File: src/rtl/icache_fill_ctrl_pkg.sv
// rtl/icache_fill_ctrl_pkg.sv - shared icache line/beat geometry and fill-state encodings
package icache_fill_ctrl_pkg;

  localparam int IC_LINE_BYTES = 32;
  localparam int IC_BEAT_W     = 64;
  localparam int IC_ADDR_W     = 32;
  localparam int IC_NBEATS     = IC_LINE_BYTES * 8 / IC_BEAT_W;
  localparam int IC_OFS_BITS   = $clog2(IC_LINE_BYTES);

  localparam logic [1:0] FILL_IDLE = 2'd0;
  localparam logic [1:0] FILL_REQ  = 2'd1;
  localparam logic [1:0] FILL_BEAT = 2'd2;
  localparam logic [1:0] FILL_ACK  = 2'd3;

endpackage

File: src/rtl/icache_fill_ctrl_if.sv
// rtl/icache_fill_ctrl_if.sv - memory bus read port between the fill engine and the arbiter
interface icache_fill_ctrl_if #(
  parameter int ADDR_W = 32,
  parameter int BEAT_W = 64
);

  logic              mem_req;
  logic [ADDR_W-1:0] mem_addr;
  logic              mem_gnt;
  logic              mem_rvalid;
  logic [BEAT_W-1:0] mem_rdata;

  modport master (
    output mem_req, mem_addr,
    input  mem_gnt, mem_rvalid, mem_rdata
  );

  modport slave (
    input  mem_req, mem_addr,
    output mem_gnt, mem_rvalid, mem_rdata
  );

endinterface

File: src/rtl/icache_fill_ctrl_linebuf.sv
// rtl/icache_fill_ctrl_linebuf.sv - NBEATS x BEAT_W line buffer with one-hot beat write
module ic_fill_linebuf
  import icache_fill_ctrl_pkg::*;
#(
  parameter int NBEATS = IC_NBEATS,
  parameter int BEAT_W = IC_BEAT_W,
  parameter int CNT_W  = 2
) (
  input  logic                     clk,
  input  logic                     rst_n,
  input  logic                     wr_en,
  input  logic [CNT_W-1:0]         wr_idx,
  input  logic [BEAT_W-1:0]        wr_data,
  output logic [NBEATS*BEAT_W-1:0] line
);

  logic [NBEATS-1:0] slot_we;

  always_comb begin
    slot_we = '0;
    for (int k = 0; k < NBEATS; k++) begin
      slot_we[k] = wr_en && (wr_idx == CNT_W'(k));
    end
  end

  for (genvar g = 0; g < NBEATS; g++) begin : g_slot
    always_ff @(posedge clk or negedge rst_n) begin
      if (!rst_n) begin
        line[g*BEAT_W +: BEAT_W] <= '0;
      end else if (slot_we[g]) begin
        line[g*BEAT_W +: BEAT_W] <= wr_data;
      end
    end
  end

endmodule

File: src/rtl/icache_fill_ctrl.sv
// rtl/icache_fill_ctrl.sv - icache miss/refill engine: request, collect beats, ack the line
module icache_fill_ctrl
  import icache_fill_ctrl_pkg::*;
#(
  parameter int LINE_BYTES = IC_LINE_BYTES,
  parameter int BEAT_W     = IC_BEAT_W,
  parameter int ADDR_W     = IC_ADDR_W
) (
  input  logic                    clk,
  input  logic                    rst_n,
  input  logic                    ic_miss,
  input  logic [ADDR_W-1:0]       ic_miss_addr,
  input  logic                    ic_exp,
  output logic [8*LINE_BYTES-1:0] ic_fill_data,
  output logic                    ic_miss_ack,
  output logic [ADDR_W-1:0]       ic_miss_ack_addr,
  output logic                    fill_busy,
  icache_fill_ctrl_if.master      mem
);

  localparam int NBEATS = LINE_BYTES * 8 / BEAT_W;
  localparam int CNT_W  = (NBEATS > 1) ? $clog2(NBEATS) : 1;
  localparam logic [ADDR_W-1:0] OFS_MASK = ADDR_W'(LINE_BYTES - 1);

  logic [1:0]        state;
  logic [CNT_W-1:0]  cnt;
  logic [ADDR_W-1:0] line_addr;
  logic              beat_we;

  assign beat_we = (state == FILL_BEAT) && mem.mem_rvalid;

  always_ff @(posedge clk or negedge rst_n) begin
    if (!rst_n) begin
      state     <= FILL_IDLE;
      cnt       <= '0;
      line_addr <= '0;
    end else begin
      case (state)
        FILL_IDLE: begin
          if (ic_miss && !ic_exp) begin
            line_addr <= ic_miss_addr & ~OFS_MASK;
            state     <= FILL_REQ;
          end
        end
        // A grant in the same cycle as a redirect still commits the fill.
        FILL_REQ: begin
          if (mem.mem_gnt) begin
            cnt   <= '0;
            state <= FILL_BEAT;
          end else if (ic_exp) begin
            state <= FILL_IDLE;
          end
        end
        FILL_BEAT: begin
          if (mem.mem_rvalid) begin
            cnt <= cnt + 1'b1;
            if (cnt == CNT_W'(NBEATS - 1)) begin
              state <= FILL_ACK;
            end
          end
        end
        default: state <= FILL_IDLE;
      endcase
    end
  end

  ic_fill_linebuf #(
    .NBEATS (NBEATS),
    .BEAT_W (BEAT_W),
    .CNT_W  (CNT_W)
  ) u_linebuf (
    .clk     (clk),
    .rst_n   (rst_n),
    .wr_en   (beat_we),
    .wr_idx  (cnt),
    .wr_data (mem.mem_rdata),
    .line    (ic_fill_data)
  );

  assign mem.mem_req      = (state == FILL_REQ);
  assign mem.mem_addr     = line_addr;
  assign ic_miss_ack      = (state == FILL_ACK);
  assign ic_miss_ack_addr = line_addr;
  assign fill_busy        = (state != FILL_IDLE);

endmodule

File: src/flat_wrapper.sv
// flat-port wrapper written by rule: the top's interface ports become plain ports
module icache_fill_ctrl_flat import icache_fill_ctrl_pkg::*;
#(
  parameter int LINE_BYTES = IC_LINE_BYTES,
  parameter int BEAT_W     = IC_BEAT_W,
  parameter int ADDR_W     = IC_ADDR_W
)
  (clk, rst_n, ic_miss, ic_miss_addr, ic_exp, ic_fill_data, ic_miss_ack, ic_miss_ack_addr, fill_busy, mem_mem_req, mem_mem_addr, mem_mem_gnt, mem_mem_rvalid, mem_mem_rdata);
  icache_fill_ctrl_if #(.ADDR_W(ADDR_W), .BEAT_W(BEAT_W)) mem_i ();
  input  logic clk;
  input  logic rst_n;
  input  logic ic_miss;
  input  logic [ADDR_W-1:0] ic_miss_addr;
  input  logic ic_exp;
  output logic [8*LINE_BYTES-1:0] ic_fill_data;
  output logic ic_miss_ack;
  output logic [ADDR_W-1:0] ic_miss_ack_addr;
  output logic fill_busy;
  output wire logic [$bits(mem_i.mem_req)-1:0] mem_mem_req;
  output wire logic [$bits(mem_i.mem_addr)-1:0] mem_mem_addr;
  input wire logic [$bits(mem_i.mem_gnt)-1:0] mem_mem_gnt;
  input wire logic [$bits(mem_i.mem_rvalid)-1:0] mem_mem_rvalid;
  input wire logic [$bits(mem_i.mem_rdata)-1:0] mem_mem_rdata;
  assign mem_mem_req = mem_i.mem_req;
  assign mem_mem_addr = mem_i.mem_addr;
  assign mem_i.mem_gnt = mem_mem_gnt;
  assign mem_i.mem_rvalid = mem_mem_rvalid;
  assign mem_i.mem_rdata = mem_mem_rdata;
  icache_fill_ctrl #(.LINE_BYTES(LINE_BYTES), .BEAT_W(BEAT_W), .ADDR_W(ADDR_W)) u_core (.clk(clk), .rst_n(rst_n), .ic_miss(ic_miss), .ic_miss_addr(ic_miss_addr), .ic_exp(ic_exp), .ic_fill_data(ic_fill_data), .ic_miss_ack(ic_miss_ack), .ic_miss_ack_addr(ic_miss_ack_addr), .fill_busy(fill_busy), .mem(mem_i));
endmodule
File: config.mk
export PLATFORM = sky130hd
export DESIGN_NAME = icache_fill_ctrl_flat
export DESIGN_NICKNAME = d
export VERILOG_FILES = /design/src/rtl/icache_fill_ctrl_pkg.sv /design/src/rtl/icache_fill_ctrl_if.sv /design/src/rtl/icache_fill_ctrl_linebuf.sv /design/src/rtl/icache_fill_ctrl.sv /design/src/flat_wrapper.sv
export SDC_FILE = /design/constraint.sdc
export NUM_CORES = 1
export LEC_CHECK = 0
export ABC_AREA = 1
export CORE_AREA = 2 2 164 166
export CTS_CLUSTER_DIAMETER = 100
export DETAILED_ROUTE_END_ITERATION = 8
export DIE_AREA = 0 0 166 168
export PLACE_DENSITY_LB_ADDON = 0.25
export SYNTH_ARGS = -nofsm -noshare
export SYNTH_HDL_FRONTEND = slang
export SYNTH_SLANG_ARGS = --single-unit
File: constraint.sdc
create_clock -name clk -period 2.7 [get_ports clk]
set_input_delay 0.405 -clock clk [delete_from_list [all_inputs] [get_ports clk]]
set_output_delay 0.405 -clock clk [all_outputs]
set_load 0.01 [all_outputs]
Word level (Yosys, flattened, before mapping) --
Cells that the tools add are included.
Word-level totals: bits in writable memories 0, input port bits 102, word-level logic and storage cells 42, register bits 287, output and inout port bits 323, bits in read-only memories 0, latch bits 0, memories kept 0
Cells by class: multiplexer cells 9, shifts and indexed selects 0, $lt $le $gt $ge 0, bitwise logic cells 0, $add $sub $neg 1, $mul 0, divide/modulo/power cells 0, equal/unequal tests 11, reductions and logical operators 14
Operators with widths (count):
- 2-bit 2-to-1 mux | 7
- 2-bit == test, second input constant | 4
- 1-bit logical AND | 6
- 2-bit case mux with 3 select lines | 1
- 2-bit by 1-bit == test with 1-bit output, second input constant | 2
- 2-bit zero test | 2
- 2-bit by 1-bit inequality test with 1-bit output, second input constant | 2
- 2-bit inequality test, second input constant | 2
- 2-bit case mux with 2 select lines | 1
- 4-bit AND reduction | 1
- 2-bit nonzero test | 2
- 3-bit by 2-bit inequality test with 1-bit output, second input constant | 1
- 3-bit AND reduction | 1
- 2-bit by 1-bit adder with 2-bit output, second input constant | 1
- 2-bit AND reduction | 1
- 1-bit zero test | 1

Logic depth before layout (Yosys ltp) --
Gate-level depths: netlist (run 1).
depth after elaboration 4, gate-level depth with buffers 7, gate-level depth less buffers 6

Cells and area by module --
A second synthesis (run 1) with hierarchy kept.
Second synthesis, totals: cells, all modules 1321, area total of the unflattened synthesis 12240.5 µm²
Modules (own cells, without submodules):
- ic_fill_linebuf | instances 1, cells each 1135, area each 10525.1 µm², seq. area each 6406.1 µm²
- icache_fill_ctrl | instances 1, cells each 186, area each 1715.4 µm², seq. area each 775.7 µm²

Worst setup path before layout (run 1) --
No wires, ideal clock.
kind register to register, from register u_core.cnt[0], to register u_core.u_linebuf.line[0], setup slack 1.258 ns, arrival 1.376 ns, data required time 2.634 ns, stages on the path, launching flop included 7, library setup time 0.066 ns, buffers on the path 2, clock period less this slack 1.442 ns, cells stage by stage dfrtp_1 -> inv_1 -> ha_1 -> clkbuf_1 -> clkbuf_1 -> nand3_1 -> nand2_1
On the way: cells in the longest elaborated chain, start to end 2
Ends and longest elaborated chain:
- start, declared | line icache_fill_ctrl.sv:26 | logic [CNT_W-1:0] cnt;
- start signal, assigned | line icache_fill_ctrl.sv:56 | cnt <= cnt + 1'b1;
- 2-bit zero test | line icache_fill_ctrl_linebuf.sv:22 | slot_we[k] = wr_en && (wr_idx == CNT_W'(k));
- 1-bit logical AND | line icache_fill_ctrl_linebuf.sv:22
- end signal, assigned by index | line icache_fill_ctrl_linebuf.sv:31 | line[g*BEAT_W +: BEAT_W] <= wr_data;
- end, declared | line icache_fill_ctrl_linebuf.sv:14 | output logic [NBEATS*BEAT_W-1:0] line
Every way passes these cells. A chain may end at the register's enable or synchronous reset.

Worst setup path after layout (run 1) --
from register u_core.state[1], to output port mem_mem_req
On the way: cells in the longest elaborated chain, start to end 1
Ends and longest elaborated chain:
- start, declared | line icache_fill_ctrl.sv:25 | logic [1:0] state;
- start signal, assigned | line icache_fill_ctrl.sv:34 | state <= FILL_IDLE;
- start signal, assigned | line icache_fill_ctrl.sv:42 | state <= FILL_REQ;
- start signal, assigned | line icache_fill_ctrl.sv:49 | state <= FILL_BEAT;
- 2-bit by 1-bit == test with 1-bit output | line icache_fill_ctrl.sv:80 | assign mem.mem_req = (state == FILL_REQ);
- end, declared | line flat_wrapper.sv:19 | output wire logic [$bits(mem_i.mem_req)-1:0] mem_mem_req;
Every way passes these cells.

==> impl_metrics.json, run 1 <==
{
  "holdWs_ns": 0.407,
  "worstSetupStartpointType": "register",
  "cp-end-kind": "output port",
  "hold_buffers": 1,
  "power.density_mw_per_mm2": 1130,
  "max_cap_viol_count": 0,
  "vias": 10200,
  "drv_slew": 0,
  "drc": 0,
  "io_pins": 425,
  "cts_buffers": 30,
  "r2r_end": "u_core.ic_miss_ack_addr[12]",
  "grt_usage_pct": 26.0,
  "place_area_mm2": 0.0158,
  "fin_skew_ns": 0.0109,
  "place_inst": 1962,
  "post_drt_wl_per_cell_um": 18.3,
  "hpwl_mm": 24.2,
  "first_global_vias": 10100,
  "cp.arrival_ns": 1.82,
  "drive_above_1_share_pct": 5.25,
  "path_clk_slew_ns": 0.06,
  "postCtsSetupRepairBufs": 0,
  "syn_area_mm2": 0.0119,
  "r2r_start": "u_core.state[0]",
  "r2r_setup_slack_ns": 0.75,
  "die_area_mm2": 0.0279,
  "avgSynthCellArea_um2": 9.17,
  "dp_slack_ns": 0.527,
  "fmax_ghz": 0.450,
  "initial_core_util_pct": 45.2,
  "grt_pass1_wl_mm": 57.8,
  "nets": 1760,
  "cts_tree": "yes",
  "setup_viol": 0,
  "synth_area_leaders": "dfrtp_1 (60%), nand2_1 (17%), nand3_1 (11%), buf_6 (4.6%), buf_4 (2.4%)",
  "die_h_um": 168,
  "clock_tree.htree_level_count": 1,
  "ys_ff_latch": 287,
  "required_ns": 2.30,
  "numClockSinks": 287,
  "rsz0062_at_grt": "false",
  "clk_path_buf_depth": 3,
  "drt-initial-drc-count": 863,
  "cp_max_fo": 6,
  "area_growth_pct": 41.4,
  "yosys.area.top_type": "dfrtp_1",
  "p_leak_nw": 8.50,
  "setup_slack_ns": 0.479,
  "clk_latency_ns": 0.55,
  "tns_ns": 0,
  "via_per_inst": 5.06,
  "first_pass_iters": 5,
  "row_count": 60,
  "gp_congestion": 0.842,
  "peakVddDrop_v": 0.000691,
  "syn-instance-count": 1300,
  "grt_max_degree": 117,
  "path_class": "register to output port",
  "antenna_left": 0,
  "min_period_over_period_pct": 82.3,
  "coreArea_mm2": 0.0264,
  "die_x_um": 166,
  "ctsResizeCount": 0,
  "slew_headroom_pct": 45.4,
  "hp-class": "primary input to async pin",
  "yosysSeqAreaShare_pct": 60.3,
  "outcome": "finished clean",
  "cts-root-buf": "clkbuf_16",
  "nFillCells": 2162,
  "netlist.area_leader.share_pct": 60.3,
  "drt_wl_total_mm": 37.0,
  "most-common-layout-cells": "nand2_1 (551), clkdlybuf4s50_1 (408), dfrtp_1 (287), nand3_1 (261), inv_1 (35)",
  "worst_pin_slew_ns": 0.818,
  "timing_hold_violations_final": 0,
  "final_cells": 2019,
  "yosysUniqueCellTypes": 17,
  "worstRegToRegCells": 3,
  "final_common_cell": "nand2_1",
  "yosysWarnings": 0,
  "finalCriticalPeriod_ns": 2.22,
  "grt_overflow": 0,
  "grt_antenna_before_repair": 1,
  "final_cell_area_mm2": 0.0168,
  "io_buffers": 409
}
## registers in the layout (all words and copies together), names as in the netlist
register	cells
u_core.cnt	2
u_core.ic_miss_ack_addr	27
u_core.state	2
u_core.u_linebuf.line	256
## layer usage
metal  vias to the layer above  GRT usage, %  share of wire [%]
met4                         0          9.30                3.5
met1                      4887          33.9                 41
li1                       4805             -                  -
met3                        76          5.01                6.8
met5                         -             0                  0
met2                       450          43.7                 48
## synthesized netlist by cell type
| cell | n |
|---|---|
| nand2_1 | 551 |
| dfrtp_1 | 287 |
| inv_4 | 1 |
| conb_1 | 1 |
| buf_2 | 2 |
| ha_1 | 4 |
| o21bai_1 | 1 |
| nand3_1 | 261 |
| inv_1 | 35 |
| nor2_1 | 3 |
| buf_6 | 49 |
| buf_4 | 38 |
| o21ai_0 | 28 |
| nand3_2 | 1 |
| nand2_2 | 4 |
| inv_2 | 1 |
| clkbuf_1 | 33 |
## power breakdown
part | internal (W) | switching [W]
sequential | 0.00590 | 0.00102
combinational | 0.00388 | 0.00387
clock | 0.00269 | 0.00171
total | 0.0125 | 0.00660
## worst max-delay path by stage
stage / start / to / slack [ns] / depth (start not counted)
after detailed placement: ic_exp / u_core.ic_miss_ack_addr[21] / 0.53 / 4
after CTS: u_core.state[1] / mem_mem_req / 0.47 / 4
final: u_core.state[1] / mem_mem_req / 0.48 / 4
after global placement: mem_mem_rvalid / u_core.u_linebuf.line[112] / 0.64 / 7
after global routing: u_core.state[0] / fill_busy / 0.38 / 3
after floorplan: u_core.cnt[0] / u_core.u_linebuf.line[0] / 1.26 / 6
## logic make-up after synthesis
logic type | Yosys count | share of synthesized area (%)
AND/OR/NAND/NOR | 820 | 28.7
buffers and inverters | 159 | 9.33
AO/OA/AOI/OAI | 29 | 1.24
flip-flops | 287 | 60.3
other | 1 | 0.0315
adder cells (fa/ha/maj) | 4 | 0.420
## through the flow
step | power (W) | util [%]
finish | 0.0191 | 63.9
global route | 0.0201 | 63.9
CTS | 0.0192 | 63.9
detailed placement | 0.0147 | 59.8
global placement | 0.0146 | 59.8
floorplan | 0.0102 | -
## worst max-delay path, stage by stage (launching register included)
cell and delay, ns:
dfrtp_1 0.45, inv_1 0.11, nand2_1 0.07, inv_1 0.06, clkdlybuf4s50_1 0.58
## cell type report
type	count	area (µm²)	share of cell area, %
Antenna cell	1	2.50	0.0149
Tap cell	341	427	2.53
Timing Repair Buffer	435	4360	25.9
Clock buffer	43	901	5.35
Clock inverter	12	164	0.973
Multi-Input combinational cell	863	3670	21.8
Inverter	37	144	0.854
Sequential cell	287	7180	42.6
Note: power is estimated with default switching activity, not from simulation.
==> run 2: changes to the inputs <==
--- a/config.mk
+++ b/config.mk
@@ -6,10 +6,10 @@
 export NUM_CORES = 1
 export LEC_CHECK = 0
 export ABC_AREA = 1
-export CORE_AREA = 2 2 164 166
+export CORE_ASPECT_RATIO = 0.8
+export CORE_UTILIZATION = 41
 export CTS_CLUSTER_DIAMETER = 100
 export DETAILED_ROUTE_END_ITERATION = 8
-export DIE_AREA = 0 0 166 168
 export PLACE_DENSITY_LB_ADDON = 0.25
 export SYNTH_ARGS = -nofsm -noshare
 export SYNTH_HDL_FRONTEND = slang
==> constraint.sdc (replaced) <==
create_clock -name clk -period 1.9 [get_ports clk]
set_input_delay 0.285 -clock clk [delete_from_list [all_inputs] [get_ports clk]]
set_output_delay 0.285 -clock clk [all_outputs]
set_load 0.01 [all_outputs]
==> run 2 against run 1 <==
Against the previous run:
- the flow now finishes with violations (design-rule violations)
- via count down 0.36%
- routed wire length about the same
- critical endpoint is now ic_fill_data[223]
- final cell count up 1.9%
- sequential share of layout area down 0.42 points
- highest routed layer unchanged
==> impl_metrics.json, run 2 (same netlist as run 1, synthesis figures left out) <==
{
  "dp_slack_ns": 0.0851,
  "slowest_delay_ns": 0.60,
  "power.density_mw_per_mm2": 1570,
  "die_area_mm2": 0.0298,
  "numClockSinks": 287,
  "tns_ns": 0,
  "grt_antenna_before_repair": 1,
  "path_class": "register to output port",
  "drv_slew": 0,
  "most-common-layout-cells": "nand2_1 (551), clkdlybuf4s50_1 (405), dfrtp_1 (286), nand3_1 (261), inv_1 (35)",
  "grt_pass1_wl_mm": 57.3,
  "post_drt_wl_per_cell_um": 18.0,
  "fmax_ghz": 0.545,
  "drc": 50,
  "area_growth_pct": 42.8,
  "r2r_setup_slack_ns": 0.34,
  "initial_core_util_pct": 41.9,
  "setup_viol": 0,
  "row_count": 55,
  "nets": 1770,
  "setup_slack_ns": 0.0637,
  "cts_buffers": 29,
  "cp.arrival_ns": 1.55,
  "via_per_inst": 4.95,
  "fin_util_pct": 59.9,
  "violations": "design-rule violations",
  "crit_start": "u_core.u_linebuf.line[223]",
  "path_cells": "clkdlybuf4s50_1",
  "final_cell_area_mm2": 0.0170,
  "die_x_um": 193,
  "cp.buffers_inverters": 1,
  "holdWs_ns": 0.224,
  "cp_max_fo": 2,
  "drt_wl_total_mm": 37.0,
  "vias": 10200,
  "nFillCells": 2485,
  "io_buffers": 409,
  "p_leak_nw": 8.55,
  "hpwl_mm": 25.1,
  "largest_reg_flops": 256,
  "gp_congestion": 0.826,
  "peakVddDrop_v": 0.000846,
  "clk_path_buf_depth": 3,
  "timing_hold_violations_final": 0,
  "clk_latency_ns": 0.54,
  "multiInputGateArea_mm2": 0.00367,
  "worstSetupStartpointType": "register",
  "grt_overflow": 0,
  "finalCriticalPeriod_ns": 1.84,
  "die_h_um": 154,
  "io_pins": 425,
  "drt-initial-drc-count": 609,
  "path_clk_slew_ns": 0.06,
  "first_pass_iters": 7,
  "grt_max_degree": 73,
  "required_ns": 1.62,
  "cp-end-kind": "output port",
  "max_cap_viol_count": 0,
  "hp-class": "primary input to async pin",
  "cts_tree": "yes",
  "coreArea_mm2": 0.0284,
  "register_area_mm2": 0.00718,
  "cts-root-buf": "clkbuf_16",
  "min_period_over_period_pct": 96.6,
  "cpLargestDelayFamily": "buffers and inverters",
  "grt_usage_pct": 24.7,
  "clock_tree.htree_level_count": 1,
  "slowest_stage": "clkdlybuf4s50_1",
  "top_register": "u_core.u_linebuf.line",
  "place_area_mm2": 0.0161,
  "final_common_cell": "nand2_1",
  "drive_above_1_share_pct": 5.81,
  "fin_skew_ns": 0.00916,
  "outcome": "finished, violations left",
  "antenna_left": 0,
  "r2r_start": "u_core.state[0]",
  "rsz0062_at_grt": "false",
  "first_global_vias": 10000
}
[run 2: cell types whose count changed in the layout (fill, tap and decap cells not counted), sizes merged]
cell           previous run  this run
clkdlybuf4s50           408       405
clkinvlp                  0         2
bufinv                    4         2
inv                      38        37
clkinv                    7        11
dlygate4sd2               0         3
clkbuf                   43        38
buf                      26        37
[run 2: per-layer routing]
layer | vias up | track usage [%] | routed length [µm]
met2 | 417 | 39.6 | 17100
met4 | 0 | 6.90 | 1050
met3 | 57 | 7.15 | 3660
met1 | 4898 | 32.6 | 15100
met5 | - | 0 | 0
li1 | 4809 | - | -
[run 2: path summary, 6_finish.rpt]
kind,end,cells past startpoint
worst max-delay path,ic_fill_data[223],1
worst min-delay path,u_core.u_linebuf.line[242],2
worst max register to register,u_core.u_linebuf.line[176],7
worst min register to register,u_core.u_linebuf.line[193],2
max in group asynchronous,u_core.u_linebuf.line[85],3
min in group clk,u_core.ic_miss_ack_addr[16],3
[run 2: repair_timing]
| item | 4_1_cts | 5_1_grt |
|---|---|---|
| hold buffers | 1 | 0 |
| buffers inserted | 0 | 0 |
| endpoints found under the hold margin | 120 | 0 |
| resized for setup | 5 | 0 |
| setup endpoints to repair | 3 | 0 |
[run 2: layout make-up]
cell class | instances | share of cell area (%)
antenna | 1 | 0.0147
clock buffer | 38 | 4.70
clock inverter | 15 | 0.765
inverter | 37 | 0.846
multi-input combinational | 863 | 21.6
sequential | 287 | 42.2
tap | 370 | 2.72
timing repair buffer | 446 | 27.2
[run 2: metrics by stage]
stage,instances,total power (W)
floorplan,1309,0.0146
global placement,2002,0.0210
detailed placement,2002,0.0213
CTS,2056,0.0269
global route,2057,0.0283
finish,2057,0.0267
[run 2: report_power, final]
group / internal [W] / switching (W)
combinational: 0.00572 / 0.00555
sequential: 0.00839 / 0.00144
clock: 0.00322 / 0.00237
